[config.mk]
export PLATFORM = sky130hd
export DESIGN_NAME = n101_icache_ram_ctrl
export DESIGN_NICKNAME = d
export VERILOG_FILES = /design/src/rtl/n101_icache_ram_ctrl.sv
export SDC_FILE = /design/constraint.sdc
export NUM_CORES = 1
export LEC_CHECK = 0
export ABC_AREA = 1
export BUFFER_PORTS_ARGS = -buffer_cell sky130_fd_sc_hd__buf_2
export CAP_MARGIN = 40
export CORE_AREA = 3 3 101 103
export CTS_BUF_LIST = sky130_fd_sc_hd__clkbuf_16
export CTS_CLUSTER_DIAMETER = 60
export DETAILED_ROUTE_END_ITERATION = 10
export DIE_AREA = 0 0 104 106
export GPL_ROUTABILITY_DRIVEN = 0
export PLACE_DENSITY = 0.78
export SETUP_SLACK_MARGIN = 0.4
export SLEW_MARGIN = 20
export SYNTH_ARGS = -nofsm -noshare
export SYNTH_HDL_FRONTEND = slang
export SYNTH_SLANG_ARGS = --single-unit
[constraint.sdc]
create_clock -name clk -period 1.4 [get_ports clk]
set_input_delay 0.28 -clock clk [delete_from_list [all_inputs] [get_ports clk]]
set_output_delay 0.28 -clock clk [all_outputs]
set_load 0.02 [all_outputs]
[src/rtl/n101_icache_ram_ctrl.sv]
// I-cache RAM port initiator: arbitrates fetch reads against refill writes onto one
// single-port RAM, returns read data one cycle after issue, and zero-fills the whole
// RAM after reset and on flush.
// Optional light-sleep support is enabled by defining N101_ICACHE_RAM_LS_EN.
module n101_icache_ram_ctrl #(
  parameter int unsigned AW = 32,
  parameter int unsigned DW = 32,
  parameter int unsigned MW = 4,
  parameter int unsigned DP = 32
) (
  input  logic          clk,
  input  logic          rst_n,
  input  logic          flush,
  output logic          init_done,
  input  logic          rd_valid,
  output logic          rd_ready,
  input  logic [AW-1:0] rd_addr,
  output logic          rsp_valid,
  output logic [DW-1:0] rsp_data,
  input  logic          wr_valid,
  output logic          wr_ready,
  input  logic [AW-1:0] wr_addr,
  input  logic [MW-1:0] wr_wem,
  input  logic [DW-1:0] wr_data,
  output logic          ram_cs,
  output logic          ram_we,
  output logic [AW-1:0] ram_addr,
  output logic [MW-1:0] ram_wem,
  output logic [DW-1:0] ram_din,
  input  logic [DW-1:0] ram_dout,
  output logic          ram_sd,
  output logic          ram_ds,
  output logic          ram_ls
);

  typedef enum logic [0:0] {StInit, StRun} state_e;

  localparam logic [AW-1:0] LastIdx = AW'(DP - 1);

  state_e        state_q, state_d;
  logic [AW-1:0] init_cnt_q, init_cnt_d;
  logic          init_done_q, init_done_d;
  logic          rsp_valid_q;
  logic          flush_eff;
  logic          wake_stall;

  assign ram_sd = 1'b0;
  assign ram_ds = 1'b0;

`ifdef N101_ICACHE_RAM_LS_EN
  logic [3:0] idle_cnt_q, idle_cnt_d;
  logic       flush_pend_q, flush_pend_d;

  assign ram_ls     = (idle_cnt_q == 4'hF);
  // A flush pulse arriving during the wake stall is remembered and serviced next cycle.
  assign flush_eff  = flush | flush_pend_q;
  assign wake_stall = ram_ls & (rd_valid | wr_valid | flush_eff);

  // Idle counter: counts RUN cycles without a RAM access, saturating at 15.
  always_comb begin
    idle_cnt_d   = idle_cnt_q;
    flush_pend_d = wake_stall & flush;
    if (state_q != StRun || rd_valid || wr_valid || flush_eff) begin
      idle_cnt_d = 4'h0;
    end else if (!ram_cs && idle_cnt_q != 4'hF) begin
      idle_cnt_d = idle_cnt_q + 4'h1;
    end
  end

  // Idle counter and pending-flush registers.
  always_ff @(posedge clk or negedge rst_n) begin
    if (!rst_n) begin
      idle_cnt_q   <= 4'h0;
      flush_pend_q <= 1'b0;
    end else begin
      idle_cnt_q   <= idle_cnt_d;
      flush_pend_q <= flush_pend_d;
    end
  end
`else
  assign ram_ls     = 1'b0;
  assign flush_eff  = flush;
  assign wake_stall = 1'b0;
`endif

  // Next-state, handshake and RAM drive; priority in RUN is flush > write > read.
  always_comb begin
    state_d     = state_q;
    init_cnt_d  = init_cnt_q;
    init_done_d = init_done_q;
    rd_ready    = 1'b0;
    wr_ready    = 1'b0;
    ram_cs      = 1'b0;
    ram_we      = 1'b0;
    ram_addr    = '0;
    ram_wem     = '0;
    ram_din     = '0;
    case (state_q)
      StInit: begin
        // Gated by rst_n so the RAM sees no access while reset is held.
        ram_cs     = rst_n;
        ram_we     = rst_n;
        ram_wem    = '1;
        ram_addr   = init_cnt_q;
        init_cnt_d = init_cnt_q + 1'b1;
        if (flush_eff) begin
          init_cnt_d = '0;
        end else if (init_cnt_q == LastIdx) begin
          state_d     = StRun;
          init_done_d = 1'b1;
          init_cnt_d  = '0;
        end
      end
      StRun: begin
        if (wake_stall) begin
          // Wake-up cycle: the RAM leaves light sleep, nothing is accepted.
        end else if (flush_eff) begin
          state_d     = StInit;
          init_cnt_d  = '0;
          init_done_d = 1'b0;
        end else if (wr_valid) begin
          wr_ready = 1'b1;
          ram_cs   = 1'b1;
          ram_we   = 1'b1;
          ram_addr = wr_addr;
          ram_wem  = wr_wem;
          ram_din  = wr_data;
        end else if (rd_valid) begin
          rd_ready = 1'b1;
          ram_cs   = 1'b1;
          ram_addr = rd_addr;
        end
      end
      default: state_d = StInit;
    endcase
  end

  // State, sweep counter and response-valid registers.
  always_ff @(posedge clk or negedge rst_n) begin
    if (!rst_n) begin
      state_q     <= StInit;
      init_cnt_q  <= '0;
      init_done_q <= 1'b0;
      rsp_valid_q <= 1'b0;
    end else begin
      state_q     <= state_d;
      init_cnt_q  <= init_cnt_d;
      init_done_q <= init_done_d;
      rsp_valid_q <= rd_valid & rd_ready;
    end
  end

  assign init_done = init_done_q;
  assign rsp_valid = rsp_valid_q;
  assign rsp_data  = ram_dout;

endmodule

==> results.py <==
metrics = {
    "floorplan": {
        "die_area_um2": 11000,
        "rows": 35,
        "die_h_um": 106,
        "start_util_pct": 39.3,
        "io-pin-count": 246,
        "die_x_um": 104,
        "core_um2": 9280,
    },
    "global_route": {
        "globalRouteTotalUtil_pct": 27.0,
        "grt_pass1_wl_um": 24600,
        "grt_pass1_vias": 5025,
        "grt_max_degree": 37,
        "gr-total-overflow": 0,
        "antenna_found_initial": 0,
    },
    "clock_tree": {
        "cts_buffers": 5,
        "htreeDepth": 2,
        "clock_sinks": 35,
        "ctsLongestPathBuffers": 2,
        "cts_root_buffer": "clkbuf_16",
        "clk_latency_ns": 0.29,
        "clkTransAtPathRegs_ns": 0.06,
        "cts_tree": "done",
    },
    "synthesis": {
        "synth_cells": 618,
        "synth-seq-cells": 35,
        "synth_cell_type_count": 30,
        "syn_avg_cell_area_um2": 5.91,
        "yosysSeqAreaShare_pct": 24.0,
        "ys_warn_count": 0,
        "netlist_area_um2": 3650,
    },
    "sta": {
        "slew_viol_final": 0,
        "period_share_pct": 143,
        "setup_tns_ns": -39.09,
        "layout_setup_ws_ns": -0.604,
        "setup_viol": 101,
        "rsz0062_at_grt": "yes",
        "hold_viol": 0,
        "min_period_ns": 2.00,
        "fmax_mhz": 499,
        "finClkSkew_ns": 0.00816,
    },
    "worst_hold_path": {
        "hold_path.class": "input pin to async pin",
    },
    "drt": {
        "drtAntennaViolNets": 0,
        "wl_met2_um": 8410,
        "maxUsedRoutingLayer": "met4",
        "drt-total-wl_um": 16100,
        "vias_per_cell": 5.23,
        "routed-wl-met3_um": 1520,
        "drc_errors": 0,
        "firstDrtPassIters": 5,
        "initialDrtViolationCount": 502,
        "wl_per_cell_um": 16.4,
        "route.vias.total": 5122,
        "wl_met1_um": 5530,
    },
    "power_and_ir_drop": {
        "ir_drop_uv": 385,
        "power.total_mw": 2.73,
        "powerDensity_nw_per_um2": 390,
        "leakage_nw": 3.60,
    },
    "cells_and_area": {
        "diodes": 0,
        "mostFrequentLayoutCell": "nand2_1",
        "n_fill_cell": 638,
        "drive_above_1_share_pct": 59.0,
        "final_cell_mix": "117 x nand2_1, 104 x buf_2, 84 x buf_6, 77 x buf_4, 65 x nand2_2",
        "syn_to_final_growth_pct": 91.5,
        "fin_nets": 988,
    },
    "worst_setup_path": {
        "start_kind": "register",
        "r2r_cells": 12,
        "endpoint_kind": "primary output",
        "crit_path_max_incr_delay_ns": 0.39,
        "cp_data_arrival_time_ns": 1.72,
        "cp_max_fo": 6,
        "critPathSlowestCell": "dfrtp_1",
        "cp.required_ns": 1.12,
        "r2r-end": "init_cnt_q[17]",
        "path_class": "register to primary output",
        "path_cells": "inv_4 -> nor2_4 -> nand2_2 -> or2_4 -> clkinv_8 -> buf_6 -> buf_8 -> nand2_1 -> nand2_2 -> buf_6",
        "reg2reg_slack_ns": -0.27,
        "timing.rr.start": "state_q",
    },
    "run": {
        "max_cap_viol_count": 0,
    },
    "placement": {
        "port_buffers": 178,
        "hpwlAfterDp_um": 10200,
    },
    "status": {
        "status": "finished with violations",
        "violations": "setup timing",
    },
}
logic make-up after synthesis:
group	synth area share, %
AOI/OAI and AO/OA	9.25
xor gates and xnor gates	1.20
adders and majority gates	0.343
buffers and inverters	19.1
DFF	24.0
other	0.103
and+or+nand+nor	46.0
cell type report:
type / instances / area [um^2] / share of cell area, %
well taps: 129 / 161 / 2.31
clock inverters: 3 / 38.8 / 0.555
inverters: 74 / 318 / 4.55
clock buffers: 5 / 125 / 1.79
flip-flops and latches: 35 / 883 / 12.6
repair buffers: 285 / 2490 / 35.7
multi-input cells: 449 / 2970 / 42.5
stage by stage:
stage	setup slack (ns)	std cells	utilization [%]	hold slack, ns	area [um^2]
after floorplan	-0.159	620	-	-0.0156	4270
after global placement	-0.267	938	58.5	0.432	5430
after detailed placement	-0.292	938	58.5	0.423	5430
after CTS	-0.550	973	72.3	0.126	6710
after global routing	-0.673	980	75.3	0.152	6990
final	-0.604	980	75.3	0.116	6990
worst max path at each step:
| stage | start | to | slack [ns] | cells after the start |
|---|---|---|---|---|
| floorplan | state_q | ram_addr[21] | -0.16 | 9 |
| global placement | flush | ram_addr[31] | -0.27 | 9 |
| detailed placement | flush | ram_addr[31] | -0.29 | 9 |
| CTS | state_q | ram_addr[6] | -0.55 | 10 |
| global route | state_q | ram_addr[7] | -0.67 | 10 |
| finish | state_q | ram_addr[7] | -0.60 | 10 |
critical path, delay by kind of cell, from the launching register on:
kind                   cells  cell delay (ns)
DFF                        1             0.39
buffers and inverters      5             0.48
and+or+nand+nor            5             0.55
cells in the mapped netlist:
cell	n	area, um^2
nand2_1	210	788
nor2_1	94	353
inv_1	70	263
buf_4	38	285
dfrtp_1	35	876
nand3_1	32	160
a22oi_1	28	210
nand4_1	27	169
o21ai_0	17	85.1
buf_2	16	80.1
nor2_4	7	78.8
nor2_2	6	37.5
nand2_2	5	31.3
xor2_1	5	43.8
inv_2	4	15.0
buf_1	3	11.3
buf_6	3	33.8
nand3_2	3	30.0
a21oi_1	2	10.0
nand3b_1	2	15.0
o211ai_1	2	15.0
and2_1	1	6.26
clkbuf_1	1	3.75
clkbuf_2	1	5.00
conb_1	1	3.75
ha_1	1	12.5
nor3_1	1	5.00
o2111ai_1	1	8.76
o21ai_2	1	8.76
or2_1	1	6.26
timing repair:
action | 4_1_cts | 5_1_grt
pin swaps | 28 | 16
setup buffers | 20 | 6
gates cloned | 7 | 1
hold buffers | 0 | 0
gates resized for setup | 246 | 65
endpoints found under the setup margin | 108 | 109
flip-flops by register name (all words and copies together) (netlist names):
name and count:
rsp_valid 1, init_cnt_q 32, init_done 1, state_q 1
metal layers:
| layer | global-route usage [%] | up-vias |
|---|---|---|
| met5 | 0 | - |
| met4 | 11.1 | 0 |
| met3 | 6.68 | 68 |
| met2 | 49.4 | 332 |
| met1 | 29.9 | 2346 |
| li1 | - | 2376 |
power by group:
part	switching (mW)	total, mW	internal (mW)	leakage, nW
clock	0.459	1.29	0.831	0.0812
sequential	0.0111	1.03	1.02	0.477
combinational	0.222	0.405	0.183	3.04
(Power assumes the default switching activity.)
